$ cat src/rtl/timer_ctrl.sv
// timer_ctrl: 1 s prescaler, button debounce, run/pause/set FSM and digit strobes for the HH:MM:SS chain.
// Optional auto-repeat of a held inc button in set states: TIMER_CTRL_AUTO_REPEAT_EN.
module timer_ctrl #(
    parameter int CLK_DIV      = 1000,
    parameter int DEBOUNCE_CYC = 16,
    parameter int BLINK_DIV    = 500
`ifdef TIMER_CTRL_AUTO_REPEAT_EN
   ,parameter int REPEAT_CYC   = 250
`endif
) (
    input  logic       timer_clk,
    input  logic       int_reset,
    input  logic       btn_mode,
    input  logic       btn_inc,
    input  logic       btn_start,
    input  logic [5:0] ovf_in,
    input  logic       hr_ones_at3,
    output logic [5:0] digit_adv,
    output logic       clr_hr,
    output logic       sec_tick,
    output logic [2:0] state_o,
    output logic [5:0] blink_mask,
    output logic       running
);
    localparam logic [2:0] IDLE = 3'd0, RUN = 3'd1, SET_HR = 3'd2, SET_MIN = 3'd3, SET_SEC = 3'd4;
    localparam int PW = $clog2(CLK_DIV);
    localparam int DW = $clog2(DEBOUNCE_CYC + 1);
    localparam int BW = $clog2(BLINK_DIV + 1);
    localparam logic [PW-1:0] PRE_MAX = PW'(CLK_DIV - 1);
    localparam logic [DW-1:0] DEB_MAX = DW'(DEBOUNCE_CYC - 1);
    localparam logic [BW-1:0] BLK_MAX = BW'(BLINK_DIV - 1);

    // button bit order in these vectors: 0=mode, 1=inc, 2=start
    logic [2:0] sync1, sync2, db, press;
    logic [DW-1:0] deb_cnt [3];
    logic [2:0] state, state_n;
    logic [PW-1:0] pre;
    logic [BW-1:0] blk_cnt;
    logic phase, tick, in_set, in_set_n, set_entry, inc_any, wrap;
    logic a0, a1, a2, a3, a4, a5;

    always_ff @(posedge timer_clk or posedge int_reset)
        if (int_reset) begin
            sync1 <= '0;
            sync2 <= '0;
            db    <= '0;
            press <= '0;
            for (int i = 0; i < 3; i++) deb_cnt[i] <= '0;
        end else begin
            sync1 <= {btn_start, btn_inc, btn_mode};
            sync2 <= sync1;
            for (int i = 0; i < 3; i++) begin
                deb_cnt[i] <= (sync2[i] == db[i] || deb_cnt[i] == DEB_MAX) ? '0 : deb_cnt[i] + 1'b1;
                db[i]      <= (deb_cnt[i] == DEB_MAX && sync2[i] != db[i]) ? sync2[i] : db[i];
                press[i]   <= deb_cnt[i] == DEB_MAX && sync2[i] && !db[i];
            end
        end

`ifdef TIMER_CTRL_AUTO_REPEAT_EN
    localparam int RW = $clog2(REPEAT_CYC + 1);
    localparam logic [RW-1:0] REP_MAX = RW'(REPEAT_CYC - 1);
    logic [RW-1:0] rep_cnt;
    logic rep_p;
    // any fresh press restarts the interval so repeats never crowd a real press
    always_ff @(posedge timer_clk or posedge int_reset)
        if (int_reset) begin
            rep_cnt <= '0;
            rep_p   <= 1'b0;
        end else begin
            rep_p   <= in_set && db[1] && !(|press) && rep_cnt == REP_MAX;
            rep_cnt <= (!in_set || !db[1] || |press || rep_cnt == REP_MAX) ? '0 : rep_cnt + 1'b1;
        end
    assign inc_any = press[1] | rep_p;
`else
    assign inc_any = press[1];
`endif

    assign in_set    = state == SET_HR || state == SET_MIN || state == SET_SEC;
    assign in_set_n  = state_n == SET_HR || state_n == SET_MIN || state_n == SET_SEC;
    assign set_entry = in_set_n && state_n != state;
    assign tick      = state == RUN && pre == PRE_MAX;

    assign state_n = (state > SET_SEC) ? IDLE :
                     press[2] ? (state == RUN ? IDLE : RUN) :
                     !press[0] ? state :
                     state == IDLE ? SET_HR :
                     state == RUN ? RUN :
                     state == SET_SEC ? IDLE : state + 3'd1;

    // carry chain; set-mode increments enter at their field and stop at its tens digit
    assign a0   = tick | (inc_any && state == SET_SEC);
    assign a1   = a0 & ovf_in[0];
    assign a2   = (tick & a1 & ovf_in[1]) | (inc_any && state == SET_MIN);
    assign a3   = a2 & ovf_in[2];
    assign a4   = (tick & a3 & ovf_in[3]) | (inc_any && state == SET_HR);
    assign a5   = a4 & ovf_in[4];
    assign wrap = a4 & ovf_in[5] & hr_ones_at3;

    always_ff @(posedge timer_clk or posedge int_reset)
        if (int_reset) begin
            state     <= IDLE;
            running   <= 1'b0;
            pre       <= '0;
            sec_tick  <= 1'b0;
            digit_adv <= '0;
            clr_hr    <= 1'b0;
            blk_cnt   <= '0;
            phase     <= 1'b0;
        end else begin
            state     <= state_n;
            running   <= state_n == RUN;
            pre       <= tick ? '0 : state == RUN ? pre + 1'b1 : set_entry ? '0 : pre;
            sec_tick  <= tick;
            digit_adv <= {a5 & ~wrap, a4 & ~wrap, a3, a2, a1, a0};
            clr_hr    <= wrap;
            blk_cnt   <= (set_entry || blk_cnt == BLK_MAX) ? '0 : blk_cnt + 1'b1;
            phase     <= phase ^ (!set_entry && blk_cnt == BLK_MAX);
        end

    assign state_o    = state;
    assign blink_mask = !phase ? 6'b000000 :
                        state == SET_HR ? 6'b110000 :
                        state == SET_MIN ? 6'b001100 :
                        state == SET_SEC ? 6'b000011 : 6'b000000;
endmodule

$ cat config.mk
export PLATFORM = sky130hd
export DESIGN_NAME = timer_ctrl
export DESIGN_NICKNAME = d
export VERILOG_FILES = /design/src/rtl/timer_ctrl.sv
export SDC_FILE = /design/constraint.sdc
export NUM_CORES = 1
export LEC_CHECK = 0
export ABC_CLOCK_PERIOD_IN_PS = 2500
export CORE_UTILIZATION = 58
export CTS_BUF_LIST = sky130_fd_sc_hd__clkbuf_4
export CTS_CLUSTER_SIZE = 28
export DETAILED_ROUTE_END_ITERATION = 12
export PLACE_DENSITY = 0.86
export SYNTH_ARGS = -nofsm -noshare
export SYNTH_HDL_FRONTEND = slang
export SYNTH_SLANG_ARGS = --single-unit
$ cat constraint.sdc
create_clock -name timer_clk -period 2.5 [get_ports timer_clk]
set_input_delay 0.5 -clock timer_clk [delete_from_list [all_inputs] [get_ports timer_clk]]
set_output_delay 0.5 -clock timer_clk [all_outputs]
set_load 0.01 [all_outputs]
# Yosys cells after proc, flatten, opt, wreduce, memory -nomap -nowiden
# Index checks and enable logic that the tools add are counted.
# word_totals
ff_bits	59
latch_bits	0
ram_bits	0
romBits	0
out_inout_bits	18
elab_cells	105
memories	0
# classes
add_sub_neg	6
n_mul	0
n_div	0
order_cmp	1
n_eq_ne	20
shift	0
mux	18
bitwise_logic	16
reduce_logical	27
# ops
operator	count
2-to-1 mux 10 bit	3
2-to-1 mux 3 bit	6
adder 5 x 1 -> 5 bit (second input constant)	3
equality test 5 x 4 -> 1 bit (second input constant)	3
logical AND 1 bit	15
2-to-1 mux 5 bit	3
equality test 3 x 2 -> 1 bit (second input constant)	4
2-to-1 mux 6 bit	2
bitwise AND 1 bit	11
adder 10 x 1 -> 10 bit (second input constant)	1
equality test 10 bit (second input constant)	1
adder 9 x 1 -> 9 bit (second input constant)	1
equality test 9 bit (second input constant)	1
2-to-1 mux 9 bit	1
equality test 3 x 1 -> 1 bit (second input constant)	2
equality test 3 bit (second input constant)	2
logical OR 1 bit	6
zero test 1 bit	4
2-to-1 mux 4 bit	1
adder 3 x 1 -> 3 bit (second input constant)	1
equality test 1 bit	3
> comparator 3 bit (second input constant)	1
zero test 3 bit	1
!= test 1 bit	3
other kinds (7)	9

# Logic depth before layout (Yosys ltp)
# logic_depth
word_depth	15
ltp_mapped	12
depth_no_buf	9

# Least setup slack after synthesis
# No wires, ideal clock.
# synth_timing
kind	reg-to-reg
start	register state[2], in the netlist state_o[2]
end	register blk_cnt[2]
setup_ps	140
arrival_time_ps	1992
t_required_ps	2360
setup_slack_ps	369
stages_incl_launch_ff	12
n_path_buf	3
cell_sequence	dfrtp_1 -> buf_4 -> clkinv_1 -> ha_1 -> nor2_1 -> nand4_1 -> o31a_1 -> nor3_1 -> o32a_1 -> buf_6 -> buf_6 -> nor3_1
# synth_between
elab_chain_cells	13
elab_cells_between_ends	21
classes_between	add/sub (1); order compare (1); eq/ne (6); mux (8); reduce/logical (5)
# synth_rtl
element	line_no	rtl
start: declaration	36	logic [2:0] state, state_n;
start signal: assignment	110	state <= state_n;
adder 3 x 1 -> 3 bit or equality test 3 bit (tied branches)	88	state == SET_SEC ? IDLE : state + 3'd1;
2-to-1 mux 3 bit	88	
2-to-1 mux 3 bit	87	state == RUN ? RUN :
2-to-1 mux 3 bit	86	state == IDLE ? SET_HR :
2-to-1 mux 3 bit	85	!press[0] ? state :
2-to-1 mux 3 bit	84	press[2] ? (state == RUN ? IDLE : RUN) :
2-to-1 mux 3 bit	83	assign state_n = (state > SET_SEC) ? IDLE :
equality test 3 x 2 -> 1 bit	79	assign in_set_n = state_n == SET_HR || state_n == SET_MIN || state_n == SET_SEC;
logical OR 1 bit (2 in series)	79	
logical AND 1 bit (*)	80	assign set_entry = in_set_n && state_n != state;
logical OR 1 bit (*)	116	blk_cnt <= (set_entry || blk_cnt == BLK_MAX) ? '0 : blk_cnt + 1'b1;
2-to-1 mux 9 bit (*)	116	
end signal: assignment	116	
end: declaration	38	logic [BW-1:0] blk_cnt;
# Every way passes the cells marked *; elsewhere a longest branch is shown, timed or not.
# A chain may end at the register's enable or synchronous reset.

# Final worst setup path
# layout_timing
start	register state[0], in the netlist state_o[0]
end	output port blink_mask[0]
# layout_between
elab_chain_cells	5
elab_cells_between_ends	7
classes_between	eq/ne (3); mux (4)
# layout_rtl
element	line_no	rtl
equality test 3 bit	124	state == SET_SEC ? 6'b000011 : 6'b000000;
2-to-1 mux 2 bit	124	
2-to-1 mux 4 bit	123	state == SET_MIN ? 6'b001100 :
2-to-1 mux 6 bit (*)	122	state == SET_HR ? 6'b110000 :
2-to-1 mux 6 bit (*)	121	assign blink_mask = !phase ? 6'b000000 :
end: declaration	22	output logic [5:0] blink_mask,
# Marked as above.

==> run_results.csv <==
group,metric,value,unit
synthesis,yosysSeqAreaShare,52.51,%
synthesis,synth_cells,278,
route,drt_iter0_drc,219,
timing,slew_viol_final,0,
floorplan,die_x,71.62,microns
timing,finalClockSkew,0.01266,ns
timing,min_period_over_period,97.08,%
floorplan,die_area,0.005129,sq mm
timing,tightest_slew,0.5006,ns
route,num_vias,2151,
timing,setup_violations,0,
synthesis,ys.flop_type,"dfrtp_1",
setup_path,crit_arrival,1.93,ns
layout,seq_area,0.001479,sq mm
place,dp_hpwl,3677,microns
floorplan,die_height,71.62,microns
layout,fin_nets,344,
floorplan,core,0.004504,sq mm
layout,stdcell_count,376,
timing,rsz0062_at_grt,"false",
power,finalPower,0.001918,W
clock_tree,cts-hold-fix-buffers,0,
timing,holdWs,0.3565,ns
clock_tree,clock_sinks,59,
synthesis,yosysUniqueCellTypes,42,
place,port_buffers,29,
power,irDropWorstVdd,0.4614,mV
route,route.met2.wl,2568,microns
synthesis,post-synth-top-area-fraction,52.51,%
global_route,grtUsageTotal,23.90,%
clock_tree,cts.path.max_buffers,2,
layout,area_delta_synth_final,20.87,%
clock_tree,htree_num_levels,3,
clock_tree,clk_pin_slew_worst_paths,0.10,ns
clock_tree,cts_tree,"built",
global_route,grt_max_degree,60,
synthesis,synth-edff-count,0,
floorplan,start_util,62.42,%
global_route,gr-total-overflow,0,
layout,multiInputGateArea,0.001221,sq mm
worst_hold_path,hp-start,"sync1[1]",
setup_path,worstPathRequired,2.00,ns
synthesis,yosys_warnings,0,
setup_path,end_kind,"output port",
floorplan,std_cell_rows,24,
timing,clock.fmax,0.4121,GHz
floorplan,pin_count,30,
setup_path,start_kind,"flip-flop",
route,ant_nets,0,
synthesis,ys_ff_latch,59,
synthesis,syn_area_per_cell,10.11,sq um
timing,relSlewSlack,66.38,%
clock_tree,insertion_delay,0.41,ns
timing,finalSetupTns,0,ns
layout,finalInstanceArea,0.003398,sq mm
route,top_layer_used,"met4",
route,wirelength,5327,microns
global_route,grt_pass1_vias,2073,
clock_tree,cts_root_buf,"clkbuf_4",
route,wl_met1,2379,microns
route,detail_route.first_pass.iterations,4,
place,place.gp.congestion,0.9180,
route,wl_per_cell,14.17,microns
route,drc_errors,0,
route,viasPerCell,5.721,
synthesis,yosys.area.top_type,"dfrtp_1",
route,dr_wl_met3,209,microns
synthesis,synth_area,0.002811,sq mm
global_route,grt_antenna_before_repair,0,
setup_path,cp_max_fo,7,
power,leakagePower,1.585,nW
clock_tree,cts_buffers,9,
setup_path,r2r_start,"state_o[0]",
place,dp_cells,356,
place,placed_area,0.003159,sq mm
power,powerDensity,564.3,mW/mm^2
job,max_cap_viol_count,0,
setup_path,critical_path_class,"reg2out",
synthesis,synth_area_leaders,"dfrtp_1 (53%), ha_1 (5.8%), nor2_1 (4.3%)",
run_status,outcome,"completed",
timing,finalCriticalPeriod,2.427,ns
layout,diodes,0,
synthesis,syn-num-nets,303,
synthesis,synthTopCellsByCount,"dfrtp_1 (59), nor2_1 (32), nand2_1 (27), inv_1 (17)",
synthesis,yosysMostFrequentCell,"dfrtp_1",
global_route,grt_pass1_wl,9239,microns
setup_path,critPathLaunch,"state_o[0]",
timing,hold_viol_final,0,
layout,fillCellCount,311,
synthesis,async_reset_ff_share,100.0,%
layout,layout-drive-gt1-share,11.11,%
worst_hold_path,min_path_type,"reg2reg",
==> state kept, by name, indices dropped and copies added, names as in the netlist <==
register and cells:
blk_cnt 9, sync1 3, state_o 3, deb_cnt 15, clr_hr 1, db 3, sync2 3, running 1
press 3, sec_tick 1, phase 1, pre 10, digit_adv 6
==> worst max-delay path, cell delays in order, from the launching register on <==
cell	delay (ns)
dfrtp_2	0.45
inv_2	0.12
ha_4	0.18
and3_1	0.21
clkdlybuf4s50_1	0.56
==> through the flow <==
stage                     utilization [%]  setup slack [ns]
after floorplan                         -            0.3685
after global placement              70.14            0.2734
after detailed placement            70.14            0.2223
after CTS                           75.33          0.008795
after global routing                75.44          0.005393
final                               75.44           0.07312
==> cell usage in the layout (no fill, tap or decap), types with 7 or more instances in the layout <==
| cell | netlist | routed |
|---|---|---|
| xnor2_1 | 7 | 7 |
| nor2_1 | 32 | 32 |
| nand3_1 | 12 | 12 |
| xor2_1 | 12 | 12 |
| o21ai_0 | 12 | 12 |
| dfrtp_1 | 59 | 57 |
| a21oi_1 | 9 | 8 |
| ha_1 | 13 | 11 |
| buf_4 | 4 | 9 |
| clkbuf_4 | 0 | 9 |
| inv_1 | 17 | 14 |
| nand2b_1 | 8 | 8 |
| clkdlybuf4s50_1 | 0 | 26 |
| nor3_1 | 13 | 13 |
| nand2_1 | 27 | 27 |
==> routing by layer <==
layer	vias to the layer above	GRT usage, %
li1	1037	-
met1	1042	30.51
met4	0	15.69
met3	16	5.204
met2	56	37.00
met5	-	0
==> report_power, final <==
group / internal [W] / switching, W / total [W]
logic: 0.0000323 / 0.0000376 / 0.0000699
clock network: 0.000504 / 0.000362 / 0.000866
registers: 0.000971 / 0.0000109 / 0.000982
==> layout make-up <==
type	instances	area share [%]
inverters	18	1.988
well taps	52	1.915
clock inverters	7	3.424
flip-flops and latches	59	43.52
repair buffers	39	11.23
clock buffers	9	1.988
multi-input cells	192	35.94
==> cells by family (layout without fill, tap and decap cells) <==
kind of cell	after synthesis	count (layout)	share of synthesized area (%)
compound gates	42	42	9.658
flops	59	59	52.51
simple gates	117	117	21.05
fa+ha+maj	13	13	5.786
xor+xnor	19	19	5.919
buf+inv	27	73	4.717
mux	1	1	0.3560
==> worst paths after layout <==
kind / to / slack, ns / depth (start not counted)
hold / removal: sync2[1] / 0.36 / 0
max in group asynchronous: state_o[0] / 1.77 / 3
setup reg to reg: pre[8] / 0.26 / 8
hold reg to reg: sync2[1] / 0.36 / 0
setup / recovery: blink_mask[0] / 0.07 / 4
min in group asynchronous: pre[5] / 0.46 / 3
==> repair_timing <==
action / in CTS / in global routing
endpoints found under the setup margin: 5 / 4
gates resized for setup: 8 / 3
cloned: 0 / 0
buffers inserted: 4 / 0
Note: power is estimated with default switching activity, not from simulation.
